**config.mk**
```make
export PLATFORM = sky130hd
export DESIGN_NAME = ship_motion_ctrl
export DESIGN_NICKNAME = d
export VERILOG_FILES = /design/src/rtl/ship_motion_ctrl.sv
export SDC_FILE = /design/constraint.sdc
export NUM_CORES = 1
export LEC_CHECK = 0
export CORE_ASPECT_RATIO = 0.6
export CORE_UTILIZATION = 54
export DETAILED_ROUTE_END_ITERATION = 7
export GPL_TIMING_DRIVEN = 0
export HOLD_SLACK_MARGIN = 0.08
export PLACE_DENSITY = 0.77
export SLEW_MARGIN = 15
export SYNTH_ARGS = -nofsm -noshare
export SYNTH_HDL_FRONTEND = slang
export SYNTH_SLANG_ARGS = --single-unit
```
**constraint.sdc**
```tcl
create_clock -name clk_60hz -period 5 [get_ports clk_60hz]
set_input_delay 1 -clock clk_60hz [delete_from_list [all_inputs] [get_ports clk_60hz]]
set_output_delay 1 -clock clk_60hz [all_outputs]
set_load 0.02 [all_outputs]
```
**src/rtl/ship_motion_ctrl.sv**
```systemverilog
// ship_motion_ctrl: per-frame player ship state (position, signed velocity,
// life cycle) plus a combinational pixel test against the beam position.
//
// state      | meaning
// -----------+----------------------------------------------------------
// ST_ALIVE   | normal flight, controls active, hit starts an explosion
// ST_EXPLODE | ship hidden and frozen, controls and hit ignored
// ST_INVULN  | respawned at centre, controls active, hit ignored, blinks
module ship_motion_ctrl #(
  parameter int SCREEN_W       = 640,
  parameter int SCREEN_H       = 480,
  parameter int WRAP           = 1,
  parameter int MARGIN         = 12,
  parameter int MAX_SPEED      = 4,
  parameter int ACCEL          = 1,
  parameter int FRICTION_DIV   = 8,
  parameter int EXPLODE_FRAMES = 60,
  parameter int INVULN_FRAMES  = 120,
  parameter int HALF_SIZE      = 10
) (
  input  logic       clk_60hz,
  input  logic       reset,
  input  logic       left,
  input  logic       right,
  input  logic       up,
  input  logic       down,
  input  logic       hit,
  input  logic [9:0] x,
  input  logic [9:0] y,
  output logic       pixel,
  output logic [9:0] shipX,
  output logic [9:0] shipY,
  output logic [4:0] velX,
  output logic [4:0] velY,
  output logic       alive,
  output logic       invuln
);

  typedef enum logic [1:0] {ST_ALIVE, ST_EXPLODE, ST_INVULN} state_t;

  // Life counter must hold the longer of the two phases and keep bit 3 for the blink.
  localparam int LIFE_MAX = (EXPLODE_FRAMES > INVULN_FRAMES) ? EXPLODE_FRAMES : INVULN_FRAMES;
  localparam int CNT_W    = (LIFE_MAX > 16) ? $clog2(LIFE_MAX) : 4;
  localparam int FRIC_W   = (FRICTION_DIV > 2) ? $clog2(FRICTION_DIV) : 1;

  localparam logic [CNT_W-1:0]   EXP_LOAD  = CNT_W'(EXPLODE_FRAMES - 1);
  localparam logic [CNT_W-1:0]   INV_LOAD  = CNT_W'(INVULN_FRAMES - 1);
  localparam logic [FRIC_W-1:0]  FRIC_LAST = FRIC_W'(FRICTION_DIV - 1);
  localparam logic signed [6:0]  VMAX      = 7'(MAX_SPEED);
  localparam logic signed [6:0]  VACC      = 7'(ACCEL);
  localparam logic signed [10:0] SW        = 11'(SCREEN_W);
  localparam logic signed [10:0] SH        = 11'(SCREEN_H);
  localparam logic signed [10:0] LO        = 11'(MARGIN);
  localparam logic signed [10:0] XHI       = 11'(SCREEN_W - 1 - MARGIN);
  localparam logic signed [10:0] YHI       = 11'(SCREEN_H - 1 - MARGIN);
  localparam logic signed [10:0] HS        = 11'(HALF_SIZE);
  localparam logic signed [10:0] NS        = 11'(HALF_SIZE + 2);
  localparam logic [9:0]         CX        = 10'(SCREEN_W / 2);
  localparam logic [9:0]         CY        = 10'(SCREEN_H / 2);

  state_t             state_q, state_d;
  logic [CNT_W-1:0]   cnt_q, cnt_d;
  logic [FRIC_W-1:0]  fric_q, fric_d;
  logic [9:0]         shipx_q, shipx_d, shipy_q, shipy_d;
  logic [4:0]         velx_q, velx_d, vely_q, vely_d;

  logic               fric_tick;
  logic [9:0]         mx, my;
  logic [4:0]         mvx, mvy;

  // One axis of velocity: accelerate with saturation, else friction toward zero.
  function automatic logic [4:0] vel_step(input logic [4:0] v, input logic dec,
                                          input logic inc, input logic fric);
    logic signed [6:0] vs;
    logic signed [6:0] t;
    vs = $signed({{2{v[4]}}, v});
    t  = vs;
    if (inc && !dec) begin
      t = vs + VACC;
      if (t > VMAX) t = VMAX;
    end else if (dec && !inc) begin
      t = vs - VACC;
      if (t < -VMAX) t = -VMAX;
    end else if (fric) begin
      if (vs > 0)      t = vs - 7'sd1;
      else if (vs < 0) t = vs + 7'sd1;
    end
    return t[4:0];
  endfunction

  // One axis of position; returns {clamped, new_pos}. Signed 11-bit sum avoids aliasing.
  function automatic logic [10:0] pos_step(input logic [9:0] p, input logic [4:0] v,
                                           input logic signed [10:0] ext,
                                           input logic signed [10:0] hi);
    logic signed [10:0] s;
    logic [9:0]         r;
    logic               c;
    s = $signed({1'b0, p}) + $signed({{6{v[4]}}, v});
    c = 1'b0;
    if (WRAP != 0) begin
      if (s < 0)         s = s + ext;
      else if (s >= ext) s = s - ext;
      r = s[9:0];
    end else begin
      r = s[9:0];
      if (s < LO) begin
        r = LO[9:0];
        c = 1'b1;
      end else if (s > hi) begin
        r = hi[9:0];
        c = 1'b1;
      end
    end
    return {c, r};
  endfunction

  // Free-running motion result for this frame; the FSM decides whether it is used.
  always_comb begin
    logic [10:0] px;
    logic [10:0] py;
    fric_tick = (fric_q == FRIC_LAST);
    fric_d    = fric_tick ? '0 : fric_q + 1'b1;
    px        = pos_step(shipx_q, velx_q, SW, XHI);
    py        = pos_step(shipy_q, vely_q, SH, YHI);
    mx        = px[9:0];
    my        = py[9:0];
    mvx       = px[10] ? 5'd0 : vel_step(velx_q, left, right, fric_tick);
    mvy       = py[10] ? 5'd0 : vel_step(vely_q, up, down, fric_tick);
  end

  // Life-cycle next state together with the registered game state it controls.
  always_comb begin
    state_d = state_q;
    cnt_d   = cnt_q;
    shipx_d = shipx_q;
    shipy_d = shipy_q;
    velx_d  = velx_q;
    vely_d  = vely_q;
    case (state_q)
      ST_ALIVE: begin
        if (hit) begin
          state_d = ST_EXPLODE;
          cnt_d   = EXP_LOAD;
          velx_d  = '0;
          vely_d  = '0;
        end else begin
          shipx_d = mx;
          shipy_d = my;
          velx_d  = mvx;
          vely_d  = mvy;
        end
      end
      ST_EXPLODE: begin
        if (cnt_q == '0) begin
          state_d = ST_INVULN;
          cnt_d   = INV_LOAD;
          shipx_d = CX;
          shipy_d = CY;
          velx_d  = '0;
          vely_d  = '0;
        end else begin
          cnt_d = cnt_q - 1'b1;
        end
      end
      ST_INVULN: begin
        shipx_d = mx;
        shipy_d = my;
        velx_d  = mvx;
        vely_d  = mvy;
        if (cnt_q == '0) state_d = ST_ALIVE;
        else             cnt_d   = cnt_q - 1'b1;
      end
      default: state_d = ST_ALIVE;
    endcase
  end

  // Frame-rate state register with synchronous reset to the centred, stationary ship.
  always_ff @(posedge clk_60hz) begin
    if (reset) begin
      state_q <= ST_ALIVE;
      cnt_q   <= '0;
      fric_q  <= '0;
      shipx_q <= CX;
      shipy_q <= CY;
      velx_q  <= '0;
      vely_q  <= '0;
    end else begin
      state_q <= state_d;
      cnt_q   <= cnt_d;
      fric_q  <= fric_d;
      shipx_q <= shipx_d;
      shipy_q <= shipy_d;
      velx_q  <= velx_d;
      vely_q  <= vely_d;
    end
  end

  // Ship shape test against the beam; signed differences keep edges near 0 correct.
  always_comb begin
    logic signed [10:0] dx;
    logic signed [10:0] dy;
    logic signed [10:0] adx;
    logic signed [10:0] ady;
    logic               shape;
    logic               show;
    dx    = $signed({1'b0, x}) - $signed({1'b0, shipx_q});
    dy    = $signed({1'b0, y}) - $signed({1'b0, shipy_q});
    adx   = (dx < 0) ? -dx : dx;
    ady   = (dy < 0) ? -dy : dy;
    shape = ((adx < HS) && (ady < HS)) || ((adx < 11'sd1) && (ady < NS));
    show  = (state_q == ST_ALIVE) || ((state_q == ST_INVULN) && cnt_q[3]);
    pixel = shape && show;
  end

  assign shipX  = shipx_q;
  assign shipY  = shipy_q;
  assign velX   = velx_q;
  assign velY   = vely_q;
  assign alive  = (state_q != ST_EXPLODE);
  assign invuln = (state_q == ST_INVULN);

endmodule

```
==> out/qor.csv <==
metric,value,unit
Max Clock Skew,2.49,ps
drt first pass iters,5,
fmax,201,MHz
row cnt,28,
initial core utilization,0.561,
Leakage,2.76,nW
GRT overflow,0,
critical path capture point type,output pin,
initial antenna violation count,0,
Hold Path Class,register to register,
layout cells sized above 1,0.128,
hold_buf cts,0,
Syn Nets,875,
die area,10800,sq um
Setup-failing EPs final,0,
Chip Height,80.7,um
GRT Total Usage,0.326,
Worst Setup Path Type,primary input to output pin,
CP required,4000,ps
Final Hold Fails,0,
"CTS clk-pin slew, worst paths",60,ps
area share of the leading cell type in the synthesized netlist,0.151,
final worst slack,14.5,ps
Iter 0 DRT Violations,691,
antenna-violating nets left,0,
fraction of registers with async set/reset,0,
predominant post-synthesis flop cell,dfxtp_1,
Inserted Clock Buffers,5,
post-DP HPWL,13.1,mm
post-synthesis cell area,5580,sq um
Buffers on Ports,58,
most frequent cell after synthesis,nor2_1,
Post-synth top cells,"nor2_1 (102), o21ai_0 (64), ha_1 (62)",
clock tree from TritonCTS,yes,
Worst Tran Pin Value,1070,ps
sequential area share after synthesis,0.151,
pre-CTS WS,-1070,ps
crit path DAT,3990,ps
fin cells,1011,
Clock Latency Late Sink,290,ps
first-pass GRT wire length,28.2,mm
Post-Syn Instances,782,
dpl cells,975,
RSZ-0062 raised after global routing,true,
CP max FO,4,
fin crit share,0.997,
Rel. slew slack,0.285,
Area contributors post-synth,"dfxtp_1 (15%), ha_1 (14%), nor2_1 (6.9%), o21ai_0 (5.7%), a21oi_1 (4.1%)",
#FFs+latches synth,42,
MaxCap Viol Count,0,
fin crit period,4990,ps
ant diodes,0,
"area leader, netlist",dfxtp_1,
YS warnings,0,
Worst Setup Start Kind,primary input,
"Avg Cell Area, Syn",7.14,sq um
io pins,60,
Synth cell types,82,
VDD IR-drop max,0.000291,V
WL per Instance,18.0,um
Core Region,9950,sq um
CTS root buffer,clkbuf_16,
vias per std cell,6.45,
Via Count,6524,
RD Place Congestion,0.943,
Pwr Density,320,nW/um^2
htree depth,2,
DRC Markers,0,
status,"finished, final reports clean",
number of global-route vias before repair,5641,
"EDFF count, synth",0,
Total Wirelength,18.2,mm
fin. max-slew vios,0,
area growth from synthesis to layout,25.9,%
setup TNS,0,ps
nets@finish,968,
Die Wd,133,um
worst-case clock buffer depth,2,
pin count of the biggest net entering global routing,16,
clock sink total,42,
-- flip-flops by register name (all words and copies together) (netlist names) --
signal and flops:
cnt_q 7, state_q 2, fric_q 3, velX 5, shipY 10, velY 5
shipX 10
-- what timing repair did --
action | in CTS | in global routing
pin swaps | 27 | 21
setup endpoints to repair | 1 | 1
resized for setup | 54 | 49
setup buffers | 18 | 11
-- metal layers --
layer | track usage | wire length [um]
met5 | 0 | 0
met4 | 0.0761 | 271
met3 | 0.0574 | 1850
met2 | 0.506 | 7840
met1 | 0.470 | 8250
-- layout by cell type (no fill, tap or decap), types with 10 or more instances in the layout --
master and count:
a21oi_1 43, a22oi_1 18, a31oi_1 11, buf_4 30
clkbuf_1 26, clkdlybuf4s50_1 49, dfxtp_1 42, ha_1 49
ha_4 10, inv_1 53, nand2_1 45, nand2b_1 16
nand3_1 30, nor2_1 98, nor2b_1 14, nor3_1 26
o211ai_1 12, o21ai_0 56, xnor2_1 21, xor2_1 11
-- path summary, 6_finish.rpt --
path	start	endpoint	slack, ps	cells after the start
worst max-delay path	x[4]	pixel	10	12
worst max register to register	velY[1]	shipY[8]	920	15
worst min register to register	fric_q[0]	fric_q[0]	430	1
worst min-delay path	fric_q[0]	fric_q[0]	430	1
-- cells by family (layout without fill, tap and decap cells) --
logic type,after synthesis,count (layout),synth area share
buffers and inverters,88,182,0.0610
and+or+nand+nor,289,289,0.253
adders and majority gates,66,66,0.153
DFF,42,42,0.151
AOI/OAI and AO/OA,253,253,0.309
xor gates and xnor gates,37,37,0.0608
muxes,7,7,0.0128
-- final cells by class --
cell class	instances	area, sq um
multi-input cells	652	4710
fillers	794	2920
flip-flops and latches	42	841
repair buffers	87	808
inverters	58	223
well taps	135	169
clock buffers	7	143
plain buffers	29	125
clock inverters	1	5.00
-- through the flow --
step | utilization | area (sq um) | total power, mW | hold slack, ps
detailed placement | 0.636 | 6330 | 1.68 | 420
floorplan | - | 5580 | 1.36 | 404
finish | 0.706 | 7030 | 2.25 | 428
global placement | 0.636 | 6330 | 1.63 | 414
CTS | 0.679 | 6750 | 2.12 | 428
global route | 0.706 | 7030 | 2.38 | 455
-- critical path: stages --
cell and delay, ps:
clkdlybuf4s50_1 500, ha_4 220, and3b_1 180, a211oi_2 230
o211ai_1 300, or4b_4 600, a21oi_2 130, o21ai_1 90
a211oi_2 230, nand2_1 90, a311oi_2 230, buf_4 180
-- report_power, final --
part / switching (mW) / internal [mW]
sequential: 0.0542 / 0.375
clock: 0.139 / 0.198
combinational: 0.867 / 0.611
No activity file was read; power rests on OpenSTA's default activity.
